===== config.mk =====
export PLATFORM = sky130hd
export DESIGN_NAME = cvtwd
export DESIGN_NICKNAME = d
export VERILOG_FILES = /design/src/rtl/fp_pkg.sv /design/src/rtl/round_incr.sv /design/src/rtl/cvtwd.sv
export SDC_FILE = /design/constraint.sdc
export NUM_CORES = 1
export LEC_CHECK = 0
export CAP_MARGIN = 15
export CELL_PAD_IN_SITES_DETAIL_PLACEMENT = 2
export CELL_PAD_IN_SITES_GLOBAL_PLACEMENT = 2
export CORE_UTILIZATION = 39
export CTS_CLUSTER_DIAMETER = 200
export DETAILED_ROUTE_END_ITERATION = 8
export PLACE_DENSITY_LB_ADDON = 0.25
export SKIP_LAST_GASP = 1
export SLEW_MARGIN = 20
export SYNTH_ARGS = -nofsm -noshare
export SYNTH_HDL_FRONTEND = slang
export SYNTH_SLANG_ARGS = --single-unit

===== constraint.sdc =====
create_clock -name clk -period 9.3 [get_ports clk]
set_clock_uncertainty 0.15 [all_clocks]
set_input_delay 1.86 -clock clk [delete_from_list [all_inputs] [get_ports clk]]
set_output_delay 1.86 -clock clk [all_outputs]
set_load 0.03 [all_outputs]

===== src/rtl/fp_pkg.sv =====
// Shared IEEE-754 constants and encodings for the FP conversion blocks.
package fp_pkg;
  localparam int NEXP_D = 11;
  localparam int NSIG_D = 52;
  localparam int BIAS_D = 2 ** (NEXP_D - 1) - 1;

  localparam int FLAG_INEXACT = 0;
  localparam int FLAG_INVALID = 1;

  typedef enum logic [1:0] {
    RM_RN = 2'd0,
    RM_RZ = 2'd1,
    RM_RP = 2'd2,
    RM_RM = 2'd3
  } rmode_t;

  typedef enum logic [1:0] {
    IDLE  = 2'd0,
    SHIFT = 2'd1,
    ROUND = 2'd2,
    DONE  = 2'd3
  } state_t;

  function automatic int fp_bias(input int nexp);
    return 2 ** (nexp - 1) - 1;
  endfunction
endpackage


===== src/rtl/round_incr.sv =====
// Round-increment decision from rounding mode, sign, lsb, guard and sticky.
module round_incr
  import fp_pkg::*;
(
  input  logic [1:0] rm,
  input  logic       sign,
  input  logic       lsb,
  input  logic       guard,
  input  logic       sticky,
  output logic       inc
);
  always_comb begin
    inc = 1'b0;
    case (rmode_t'(rm))
      RM_RN:   inc = guard & (sticky | lsb);
      RM_RZ:   inc = 1'b0;
      RM_RP:   inc = ~sign & (guard | sticky);
      RM_RM:   inc = sign & (guard | sticky);
      default: inc = 1'b0;
    endcase
  end
endmodule


===== src/rtl/cvtwd.sv =====
// binary64 -> signed INTn conversion: specials resolve in one cycle, others
// shift right over six log-steps with guard/sticky, then round in one cycle.
module cvtwd
  import fp_pkg::*;
#(
  parameter int INTn = 32,
  parameter int NEXP = NEXP_D,
  parameter int NSIG = NSIG_D
) (
  input  logic                   clk,
  input  logic                   rst_n,
  input  logic                   in_valid,
  output logic                   in_ready,
  input  logic [NEXP+NSIG:0]     in,
  input  logic [1:0]             rm,
  output logic                   out_valid,
  input  logic                   out_ready,
  output logic [INTn-1:0]        out,
  output logic                   invalid,
  output logic                   inexact
);
  localparam int WW = NSIG + 3;
  localparam int EW = NEXP + 2;
  localparam int MW = NSIG + 2;
  localparam logic signed [EW-1:0] BIAS_E  = EW'(fp_bias(NEXP));
  localparam logic signed [EW-1:0] INTN_E  = EW'(INTn);
  localparam logic signed [EW-1:0] NSIG_E  = EW'(NSIG);
  localparam logic signed [EW-1:0] SHMAX_E = EW'(NSIG + 2);
  localparam logic [INTn-1:0] MAXP = {1'b0, {(INTn-1){1'b1}}};
  localparam logic [INTn-1:0] MINN = {1'b1, {(INTn-1){1'b0}}};
  localparam logic [MW-1:0] LIM_N = MW'(1) << (INTn - 1);
  localparam logic [MW-1:0] LIM_P = LIM_N - MW'(1);

  state_t state, state_nxt;

  logic            sgn_in, frac_zero, exp_max;
  logic [NEXP-1:0] exp_f;
  logic [NSIG-1:0] frac;
  logic signed [EW-1:0] e_in, sh_full;
  logic [5:0]      sh_in;
  logic            short_path, short_inv;
  logic [INTn-1:0] short_out;

  assign sgn_in    = in[NEXP+NSIG];
  assign exp_f     = in[NEXP+NSIG-1:NSIG];
  assign frac      = in[NSIG-1:0];
  assign frac_zero = (frac == '0);
  assign exp_max   = &exp_f;
  // Subnormals are scaled as exponent 1-BIAS; the shift clamps at NSIG+2.
  assign e_in      = (exp_f == '0) ? (EW'(1) - BIAS_E) : ($signed({2'b00, exp_f}) - BIAS_E);
  assign sh_full   = NSIG_E - e_in;
  assign sh_in     = (sh_full > SHMAX_E) ? 6'(SHMAX_E) : sh_full[5:0];

  always_comb begin
    short_path = 1'b1;
    short_inv  = 1'b1;
    short_out  = sgn_in ? MINN : MAXP;
    if (exp_f == '0 && frac_zero) begin
      short_out = '0;
      short_inv = 1'b0;
    end else if (exp_max && !frac_zero) begin
      short_out = MAXP;
    end else if (e_in >= INTN_E) begin
      short_inv = 1'b1;
    end else if (e_in == INTN_E - EW'(1)) begin
      if (sgn_in && frac_zero) short_inv = 1'b0;
    end else begin
      short_path = 1'b0;
      short_inv  = 1'b0;
    end
  end

  logic [WW-1:0] w, w_sh;
  logic [5:0]    sh, stage_amt;
  logic [2:0]    cnt;
  logic          sgn_r, lost, inc, ovf;
  logic [1:0]    rm_r;
  logic [MW-1:0] mag;
  logic [INTn-1:0] rnd_out;

  assign stage_amt = 6'd32 >> cnt;
  assign lost      = |(w & ((WW'(1) << stage_amt) - WW'(1)));
  assign w_sh      = (w >> stage_amt) | WW'(lost);

  round_incr u_round_incr (
    .rm     (rm_r),
    .sign   (sgn_r),
    .lsb    (w[2]),
    .guard  (w[1]),
    .sticky (w[0]),
    .inc    (inc)
  );

  assign mag     = {1'b0, w[WW-1:2]} + MW'(inc);
  assign ovf     = sgn_r ? (mag > LIM_N) : (mag > LIM_P);
  assign rnd_out = sgn_r ? -mag[INTn-1:0] : mag[INTn-1:0];

  always_ff @(posedge clk or negedge rst_n) begin
    if (!rst_n) state <= IDLE;
    else        state <= state_nxt;
  end

  always_comb begin
    state_nxt = state;
    case (state)
      IDLE:    if (in_valid) state_nxt = short_path ? DONE : SHIFT;
      SHIFT:   if (cnt == 3'd5) state_nxt = ROUND;
      ROUND:   state_nxt = DONE;
      DONE:    if (out_ready) state_nxt = IDLE;
      default: state_nxt = IDLE;
    endcase
  end

  always_comb begin
    in_ready  = (state == IDLE);
    out_valid = (state == DONE);
  end

  always_ff @(posedge clk or negedge rst_n) begin
    if (!rst_n) begin
      w       <= '0;
      sh      <= '0;
      cnt     <= '0;
      sgn_r   <= 1'b0;
      rm_r    <= '0;
      out     <= '0;
      invalid <= 1'b0;
      inexact <= 1'b0;
    end else begin
      case (state)
        IDLE: if (in_valid) begin
          w     <= {(exp_f != '0), frac, 2'b00};
          sh    <= sh_in;
          cnt   <= '0;
          sgn_r <= sgn_in;
          rm_r  <= rm;
          if (short_path) begin
            out     <= short_out;
            invalid <= short_inv;
            inexact <= 1'b0;
          end
        end
        SHIFT: begin
          if (sh[3'd5 - cnt]) w <= w_sh;
          cnt <= cnt + 3'd1;
        end
        ROUND: begin
          if (ovf) begin
            out     <= sgn_r ? MINN : MAXP;
            invalid <= 1'b1;
            inexact <= 1'b0;
          end else begin
            out     <= rnd_out;
            invalid <= 1'b0;
            inexact <= w[1] | w[0];
          end
        end
        default: ;
      endcase
    end
  end
endmodule


==> impl_metrics.py <==
metrics = {
    "worst_setup_path": {
        "cp-end-kind": "flop",
        "max_stage_delay_ns": 0.64,
        "cp-start-kind": "input pin",
        "arrival_ns": 6.50,
        "path_cells": "clkdlybuf4s50_1, ha_1, nand3_1, nor4_1, o211ai_1, o31ai_1, a32oi_1, and4_1, a22oi_2, buf_4, a21o_4, o221a_2",
        "slowest_stage": "clkdlybuf4s50_1",
        "worstSetupPathType": "input pin to flop",
        "r2r_slack_ns": 3.68,
        "crit_family": "compound AO/OA/AOI/OAI gates",
        "path_depth": 12,
        "reg2reg_to": "w[0]",
        "r2r_cells": 17,
        "cp.required_ns": 9.48,
        "crit_buf_inv": 2,
        "critPathMaxFanout": 30,
        "reg2reg_from": "cnt[2]",
    },
    "pwr": {
        "max-vdd-ir-drop_mv": 0.273,
        "leakage_uw": 0.00545,
        "fin_total_pwr_uw": 5840,
        "powerDensity_nw_per_um2": 425,
    },
    "floorplanning": {
        "io-pin-count": 106,
        "die_h_um": 180,
        "fp.coreArea_um2": 30900,
        "start_util_pct": 40.1,
        "num_rows": 64,
        "fp.dieW_um": 180,
        "dieArea_um2": 32500,
    },
    "yosys": {
        "ys_types": 103,
        "avgSynthCellArea_um2": 8.23,
        "synth_edf_count": 0,
        "ys_seq_area_share_pct": 20.8,
        "synth-xor-area-share_pct": 5.73,
        "synth_seq_cells": 103,
        "synthArstFlopShare_pct": 100,
        "ys_warn_count": 0,
        "synth_top_family_by_area": "compound AO/OA/AOI/OAI gates",
        "synth_compound_area_share_pct": 26.1,
        "synthMuxAreaShare_pct": 15.4,
        "synth_cells": 1506,
        "syn_nets": 1596,
        "synthesis.area_um2": 12400,
        "yosys.area_share.simple_pct": 23.1,
        "synthFlopType": "dfrtp_1",
        "synth_fa_ha_area_share_pct": 2.02,
    },
    "place": {
        "io_buffers": 105,
        "dpl.hpwl_um": 43100,
        "gp_congestion": 0.918,
        "pre_cts_slack_ns": 2.65,
    },
    "drt": {
        "wl_met2_um": 27500,
        "wirelength_met1_um": 23700,
        "top_layer_used": "met5",
        "dr_wl_met3_um": 3970,
        "firstDrtPassIters": 5,
        "vias_per_cell": 7.02,
        "finalWirelength_um": 57900,
        "drc_errors": 0,
        "drtAntennaViolNets": 0,
        "vias": 13300,
        "wire_per_inst_um": 30.5,
        "drt_iter0_markers": 1328,
    },
    "cts": {
        "cts_setup_buffers": 0,
        "cts.sinks": 103,
        "postCtsHoldBufs": 0,
        "cts_tree": "yes",
        "htreeDepth": 3,
        "clock_latency_ns": 0.40,
        "cts_buffers": 9,
        "post_cts_resized": 0,
        "clock_path_buffers": 2,
        "cts_root_buf": "clkbuf_16",
        "cts.clk_slew.worst_paths_ns": 0.08,
    },
    "sta": {
        "setup_tns_ns": 0,
        "fmax_mhz": 158,
        "fin_crit_ns": 6.32,
        "finalMaxSlewViolations": 0,
        "hold_viol_final": 0,
        "worst_pin_slew_ns": 1.28,
        "setup_ws_ns": 2.98,
        "slew_headroom_pct": 13.6,
        "setup_violations": 0,
        "period_share_pct": 67.9,
        "rsz0062_at_grt": "no",
        "fin_hold_ws_ns": 0.359,
    },
    "grt": {
        "grt_pass1_vias": 13900,
        "overflow": 0,
        "grt_pass1_wl_um": 88100,
        "grt_max_degree": 62,
        "track_usage_pct": 35.4,
        "antenna_found_initial": 2,
    },
    "finish": {
        "layout_commonest_cell": "nand2_1",
        "final_nets": 1587,
        "finish.utilization_pct": 44.4,
        "area_delta_synth_final_pct": 10.9,
        "n_fill_cell": 3503,
        "final_cell_mix": "nand2_1, nor2_1, clkdlybuf4s50_1",
        "antennaDiodeCount": 0,
        "layout-drive-gt1-share_pct": 11.0,
    },
    "flow_run": {
        "cap_viol_max_count": 0,
    },
    "status": {
        "status": "finished clean",
    },
    "hold_path": {
        "hold_end": "sh[4]",
        "worst_hold_path.num_cells": 1,
        "holdCritPathClass": "flop to flop",
        "hold_path.startpoint": "sh[4]",
    },
}
-- cell usage after synthesis, types with 25 or more instances --
cell	n	area [um^2]
a21oi_1	96	480
and3_1	25	156
buf_2	37	185
clkbuf_1	85	319
dfrtp_1	103	2580
inv_1	28	105
mux2i_1	94	941
mux4_2	40	901
nand2_1	127	477
nand3_1	47	235
nand4_1	28	175
nor2_1	124	465
nor3_1	49	245
nor4_1	29	181
o21ai_0	95	475
o22ai_1	31	194
xnor2_1	52	455
xor2_1	29	254
-- flip-flops by register name, indices dropped and copies added (netlist names) --
name / cells
w: 55
out: 32
sh: 6
cnt: 3
rm_r: 2
state: 2
inexact: 1
invalid: 1
sgn_r: 1
-- report_power, final --
group / total [uW] / switching, uW / leakage [uW] / internal, uW
clock network: 414 / 223 / 0.000149 / 191
registers: 1300 / 627 / 0.00122 / 674
logic: 4130 / 2550 / 0.00408 / 1580
total: 5840 / 3400 / 0.00545 / 2440
-- how the worst max path moves through the flow --
stage	to	startpoint	slack (ns)
floorplan	out[14]	in[52]	4.93
global placement	out[1]	in[53]	3.02
detailed placement	out[0]	in[53]	2.65
CTS	out[0]	in[53]	3.05
global route	out[0]	in[53]	2.67
finish	out[0]	in[53]	2.98
-- cells by family (layout without fill, tap and decap cells) --
family                     after synthesis  after routing
buffers and inverters                  185            181
xor gates and xnor gates                81             81
and+or+nand+nor                        539            539
DFF                                    103            103
AOI/OAI and AO/OA                      438            438
adders and majority gates               20             20
muxes                                  140            140
-- metrics by stage --
stage | instances | cell area [um^2]
3_3_place_gp | 1882 | 13400
3_5_place_dp | 1882 | 13400
5_1_grt | 1898 | 13700
2_1_floorplan | 1506 | 12400
6_report | 1898 | 13700
4_1_cts | 1898 | 13700
-- final cells by class --
type,instances,area [um^2],share of cell area (%)
tap,396,495,3.61
inverter,31,116,0.847
clock inverter,7,77.6,0.565
multi-input combinational,1218,8980,65.4
clock buffer,9,225,1.64
sequential,103,2580,18.8
timing repair buffer,134,1270,9.22
-- worst register-to-register path, delay by kind of cell, from the launching register on --
kind | cells | cell delay, ns
compound gates | 4 | 1.15
xor+xnor | 1 | 0.16
fa+ha+maj | 2 | 0.51
buf+inv | 5 | 1.39
flops | 1 | 0.38
simple gates | 5 | 1.74
-- per-layer routing --
metal | global-route usage (%) | vias to the layer above
met5 | 0 | -
met4 | 16.7 | 2
met3 | 4.45 | 159
met2 | 58.8 | 638
met1 | 45.5 | 6837
li1 | - | 5695
No activity file was read; power rests on OpenSTA's default activity.
